## src/rtl/fetch_unit.sv

```systemverilog
// Instruction-fetch stage: owns the fetch PC, issues one imem request at a time,
// and buffers returned {PC, instr} pairs for decode. Redirects flush the buffer.
module fetch_unit #(
    parameter int unsigned     XLEN         = 32,
    parameter logic [XLEN-1:0] RESET_VECTOR = '0,
    parameter int unsigned     FIFO_DEPTH   = 2
) (
    input  logic            clk,
    input  logic            reset,
    input  logic            PCSrc,
    input  logic [XLEN-1:0] PCTarget,
    output logic            imem_req,
    output logic [XLEN-1:0] imem_addr,
    input  logic            imem_ready,
    input  logic            imem_rvalid,
    input  logic [XLEN-1:0] imem_rdata,
    output logic            if_valid,
    input  logic            id_ready,
    output logic [XLEN-1:0] instr,
    output logic [XLEN-1:0] PC,
    output logic [XLEN-1:0] PCPlus4
);

    localparam int unsigned PW = (FIFO_DEPTH > 1) ? $clog2(FIFO_DEPTH) : 1;
    localparam int unsigned CW = $clog2(FIFO_DEPTH + 1);

    typedef enum logic [1:0] {IDLE, WAIT, DISCARD} state_e;

    state_e          state_q, state_d;
    logic [XLEN-1:0] fetch_pc_q, fetch_pc_d;
    logic [XLEN-1:0] req_pc_q;
    logic [XLEN-1:0] fifo_pc_q  [FIFO_DEPTH];
    logic [XLEN-1:0] fifo_ins_q [FIFO_DEPTH];
    logic [PW-1:0]   wr_ptr_q, rd_ptr_q;
    logic [CW-1:0]   count_q;
    logic            handshake, push, pop;
    logic            unused_target_lsbs;

    assign unused_target_lsbs = ^PCTarget[1:0];

    function automatic logic [PW-1:0] ptr_inc(input logic [PW-1:0] p);
        return (p == PW'(FIFO_DEPTH - 1)) ? '0 : p + 1'b1;
    endfunction

    // A request is only issued when a buffer slot is free, so a push never overflows.
    assign imem_req  = (state_q == IDLE) && (count_q < CW'(FIFO_DEPTH)) && !PCSrc && !reset;
    assign imem_addr = fetch_pc_q;
    assign handshake = imem_req && imem_ready;
    assign push      = (state_q == WAIT) && imem_rvalid && !PCSrc;
    assign pop       = if_valid && id_ready && !PCSrc;

    assign if_valid  = (count_q != '0) && !reset;
    assign instr     = if_valid ? fifo_ins_q[rd_ptr_q] : '0;
    assign PC        = if_valid ? fifo_pc_q[rd_ptr_q]  : '0;
    assign PCPlus4   = if_valid ? fifo_pc_q[rd_ptr_q] + XLEN'(4) : '0;

    always_ff @(posedge clk) begin
        if (reset) state_q <= IDLE;
        else       state_q <= state_d;
    end

    always_comb begin
        state_d    = state_q;
        fetch_pc_d = fetch_pc_q;
        case (state_q)
            IDLE: if (handshake) begin
                state_d    = WAIT;
                fetch_pc_d = fetch_pc_q + XLEN'(4);
            end
            // A response coinciding with a redirect is simply dropped.
            WAIT:    if (imem_rvalid) state_d = IDLE;
                     else if (PCSrc)  state_d = DISCARD;
            DISCARD: if (imem_rvalid) state_d = IDLE;
            default: state_d = IDLE;
        endcase
        if (PCSrc) fetch_pc_d = {PCTarget[XLEN-1:2], 2'b00};
    end

    always_ff @(posedge clk) begin
        if (reset) begin
            fetch_pc_q <= RESET_VECTOR;
            req_pc_q   <= '0;
            wr_ptr_q   <= '0;
            rd_ptr_q   <= '0;
            count_q    <= '0;
        end else begin
            fetch_pc_q <= fetch_pc_d;
            if (handshake) req_pc_q <= fetch_pc_q;
            if (PCSrc) begin
                wr_ptr_q <= '0;
                rd_ptr_q <= '0;
                count_q  <= '0;
            end else begin
                if (push) wr_ptr_q <= ptr_inc(wr_ptr_q);
                if (pop)  rd_ptr_q <= ptr_inc(rd_ptr_q);
                if (push && !pop)      count_q <= count_q + 1'b1;
                else if (!push && pop) count_q <= count_q - 1'b1;
            end
        end
    end

    always_ff @(posedge clk) begin
        if (push) begin
            fifo_pc_q[wr_ptr_q]  <= req_pc_q;
            fifo_ins_q[wr_ptr_q] <= imem_rdata;
        end
    end

endmodule

```

## config.mk

```make
export PLATFORM = sky130hd
export DESIGN_NAME = fetch_unit
export DESIGN_NICKNAME = d
export VERILOG_FILES = /design/src/rtl/fetch_unit.sv
export SDC_FILE = /design/constraint.sdc
export NUM_CORES = 1
export LEC_CHECK = 0
export ABC_AREA = 1
export ABC_CLOCK_PERIOD_IN_PS = 4850
export CAP_MARGIN = 10
export CORE_ASPECT_RATIO = 0.8
export CORE_MARGIN = 1
export CORE_UTILIZATION = 58
export DETAILED_ROUTE_END_ITERATION = 6
export DONT_BUFFER_PORTS = 1
export MAX_ROUTING_LAYER = met4
export PLACE_DENSITY = 0.74
export SLEW_MARGIN = 25
export SYNTH_ARGS = -nofsm -noshare
export SYNTH_HDL_FRONTEND = slang
export SYNTH_SLANG_ARGS = --single-unit
```

## constraint.sdc

```tcl
create_clock -name clk -period 4.85 [get_ports clk]
set_clock_uncertainty 0.15 [all_clocks]
set_input_delay 0.97 -clock clk [delete_from_list [all_inputs] [get_ports clk]]
set_output_delay 0.97 -clock clk [all_outputs]
set_load 0.05 [all_outputs]
```

==> qor.csv <==
stage,metric,value,unit
logic_synthesis,"count leader, synth",nand2_1,
layout,area grow syn2layout,11.66,%
placed_design,gpl congestion,0.9976,
status,status,completed,
clock_tree,setup bufs post-CTS,0,
logic_synthesis,async set-reset flop share out of synthesis,0,%
layout,Final nets,1304,
floorplanning,full die area,0.01688,mm²
floorplanning,Core Footprint,0.01590,mm²
global_routing,Overflow after GRT,0,
clock_tree,H-Tree Depth,4,
run,max-capacitance violation count,0,
sta,unrepaired setup endpoints after global routing,false,
floorplanning,Chip Width,145.0,µm
sta,total negative slack,0,ns
route,drt pass-1 iters,5,
floorplanning,die height,116.4,µm
logic_synthesis,Synth Area in XOR/XNOR,1.384,%
logic_synthesis,top cell type's share of synthesized area,39.24,%
sta,worst rel slew slack,34.26,%
sta,Final setup viols,0,
global_routing,largest net degree at the start of global routing,52,
sta,Tmin final,4.217,ns
sta,Final Hold Vio Count,0,
logic_synthesis,Synth Area in Compound Gates,7.925,%
logic_synthesis,post-synth top area cell,edfxtp_1,
floorplanning,Initial Utilization,59.67,%
logic_synthesis,Post-synth EDFFs,124,
clock_tree,CTS Buf Count,17,
floorplanning,row cnt,41,
pwr,static leakage,0.004451,µW
floorplanning,IO Count,200,
logic_synthesis,Synth top cells by count,"nand2_1 (392), inv_1 (135), nor2_1 (127), edfxtp_1 (124), a21oi_1 (81)",
setup_path,CP Class,reg -> out,
layout,ANT cells,0,
clock_tree,PostCTS Resize Cnt,0,
logic_synthesis,post-synthesis mux area share,0,%
pwr,Comb power frac,4.2,%
global_routing,first-pass GRT wire length,35180,µm
placed_design,Post-DP HPWL,16370,µm
setup_path,Worst EP arrival,3.10,ns
sta,Max Clk Rate,237.1,MHz
logic_synthesis,Synth cell types,34,
route,via/cell ratio,5.257,
clock_tree,clock latency on the worst-skew pair,0.43,ns
route,via count,7670,
layout,ratio of cells with drive above 1 in the final layout,13.18,%
clock_tree,CTS tree,built,
logic_synthesis,"Seq/Total Area, Yosys",53.38,%
route,# DRC,0,
placed_design,IO buf count,0,
logic_synthesis,ranking of synthesized cells by area,"edfxtp_1 (39%), nand2_1 (16%), dfxtp_1 (14%), inv_1 (5.3%), nor2_1 (5.0%)",
logic_synthesis,syn avg cell area,7.961,µm²
setup_path,Worst Path Required,3.73,ns
logic_synthesis,largest family of logic cells by synthesized area,simple AND/OR/NAND/NOR gates,
route,total wire length,22630,µm
setup_path,crit end category,primary output,
clock_tree,clock transition at the registers of the reported paths,0.07,ns
pwr,Peak VDD IR,0.2521,mV
pwr,Power Density,305.8,mW/mm²
sta,final worst-path cycle share,86.96,%
logic_synthesis,Syn Std Cell Area,0.009489,mm²
logic_synthesis,synth warn,0,
sta,pins over their slew limit,0,
clock_tree,clk buf depth,2,
logic_synthesis,Adder-Cell Fraction of Synth Area,0.3956,%
logic_synthesis,Main synth FF type,edfxtp_1,
global_routing,GRT Util Overall,27.99,%
pwr,Net Sw Frac,24.33,%
sta,pin slew with the least headroom to its limit,0.9825,ns
setup_path,CP startpoint kind,register,
logic_synthesis,Mapped Cells,1192,
pwr,Reg power frac,57.3,%
logic_synthesis,simple logic cell fraction of the synthesized area,28.55,%
route,routed len/inst,15.51,µm
route,First DRT Iteration DRCs,558,
route,antenna-violating nets left,0,
pwr,Pint,2452,µW
clock_tree,hold_buf cts,0,
sta,Min Hold Slack,0.3087,ns
hold_path,Min-Delay Path Class,reg -> reg,
global_routing,vias in the first global route,6761,
clock_tree,Sink Count,191,
clock_tree,Root Driver,clkbuf_16,
pwr,Sw Pwr,788.5,µW
logic_synthesis,"FF+latch count, synth",191,
setup_path,largest fanout on the critical path,47,
global_routing,initial antenna violation count,0,
pwr,Clock Power Share,38.5,%
-- path summary, 6_finish.rpt --
path                from         endpoint  slack (ns)  cells past startpoint
min reg2reg  req_pc_q[9]  fifo_pc_q[0][9]        0.31                      0
max reg2reg   state_q[1]     req_pc_q[24]        1.94                      8
min          req_pc_q[9]  fifo_pc_q[0][9]        0.31                      0
max             register      PCPlus4[21]        0.63                     10
-- critical path: stages, from the launching register on --
cell and delay, ns:
dfxtp_2 0.56, buf_4 0.51, nand2_1 0.13, nand2_2 0.15
inv_1 0.07, nor2_1 0.74, inv_1 0.10, nand2_1 0.10
nand2_1 0.05, inv_1 0.05, buf_4 0.18
-- cell type report --
type	instances	area, µm²
well taps	215	269.0
inverters	137	514.2
repair buffers	66	545.5
clock buffers	18	429.2
fillers	1358	5308
flip-flops and latches	191	5066
clock inverters	14	91.34
multi-input cells	818	3680
-- routing by layer --
layer | GRT usage, % | vias up | wire length (µm)
li1 | - | 3853 | -
met1 | 38.43 | 3490 | 10420
met2 | 40.61 | 304 | 9834
met3 | 7.461 | 23 | 2093
met4 | 8.369 | 0 | 277
met5 | - | - | 0
-- power groups by stage --
stage,Combinational [µW],Clock [µW],Sequential (µW)
final,135,1250,1860
after CTS,133,1270,1860
after detailed placement,132,0,1890
after global placement,129,0,1890
after global routing,151,1340,1860
after floorplan,117,0,1880
-- stage by stage --
stage / instances / total power (µW) / utilization, % / worst slack, ns / cell area [µm²]
CTS: 1459 / 3259 / 66.62 / 0.5766 / 10600
global placement: 1427 / 2018 / 63.35 / 0.9508 / 10070
global route: 1459 / 3349 / 66.62 / 0.4033 / 10600
detailed placement: 1427 / 2023 / 63.35 / 0.9624 / 10070
finish: 1459 / 3240 / 66.62 / 0.6327 / 10600
floorplan: 1197 / 1992 / - / 0.06781 / 9508
-- kinds of logic (layout without fill, tap and decap cells) --
group	Yosys count	count (layout)
and+or+nand+nor	646	646
AOI/OAI and AO/OA	148	148
buffers and inverters	188	235
other	1	6
adders and majority gates	3	3
xor gates and xnor gates	15	15
DFF	191	191
-- state kept, by name (all words and copies together) (netlist names), named ones only --
register    count
fifo_ins_q     64
state_q         2
fifo_pc_q      60
count_q         2
rd_ptr_q        1
imem_addr      30
wr_ptr_q        1
req_pc_q       30
-- cells in the final DEF, fill, tap and decap left out, types with 32 or more instances in the layout --
| cell | Yosys | routed |
|---|---|---|
| edfxtp_1 | 124 | 124 |
| nand3_1 | 52 | 52 |
| nand2_1 | 392 | 392 |
| nor2_1 | 127 | 124 |
| inv_1 | 135 | 135 |
| nand2_2 | 32 | 32 |
| o21ai_0 | 58 | 58 |
| a21oi_1 | 81 | 81 |
| dfxtp_1 | 67 | 66 |
| buf_4 | 9 | 62 |
Note: power is estimated with default switching activity, not from simulation.
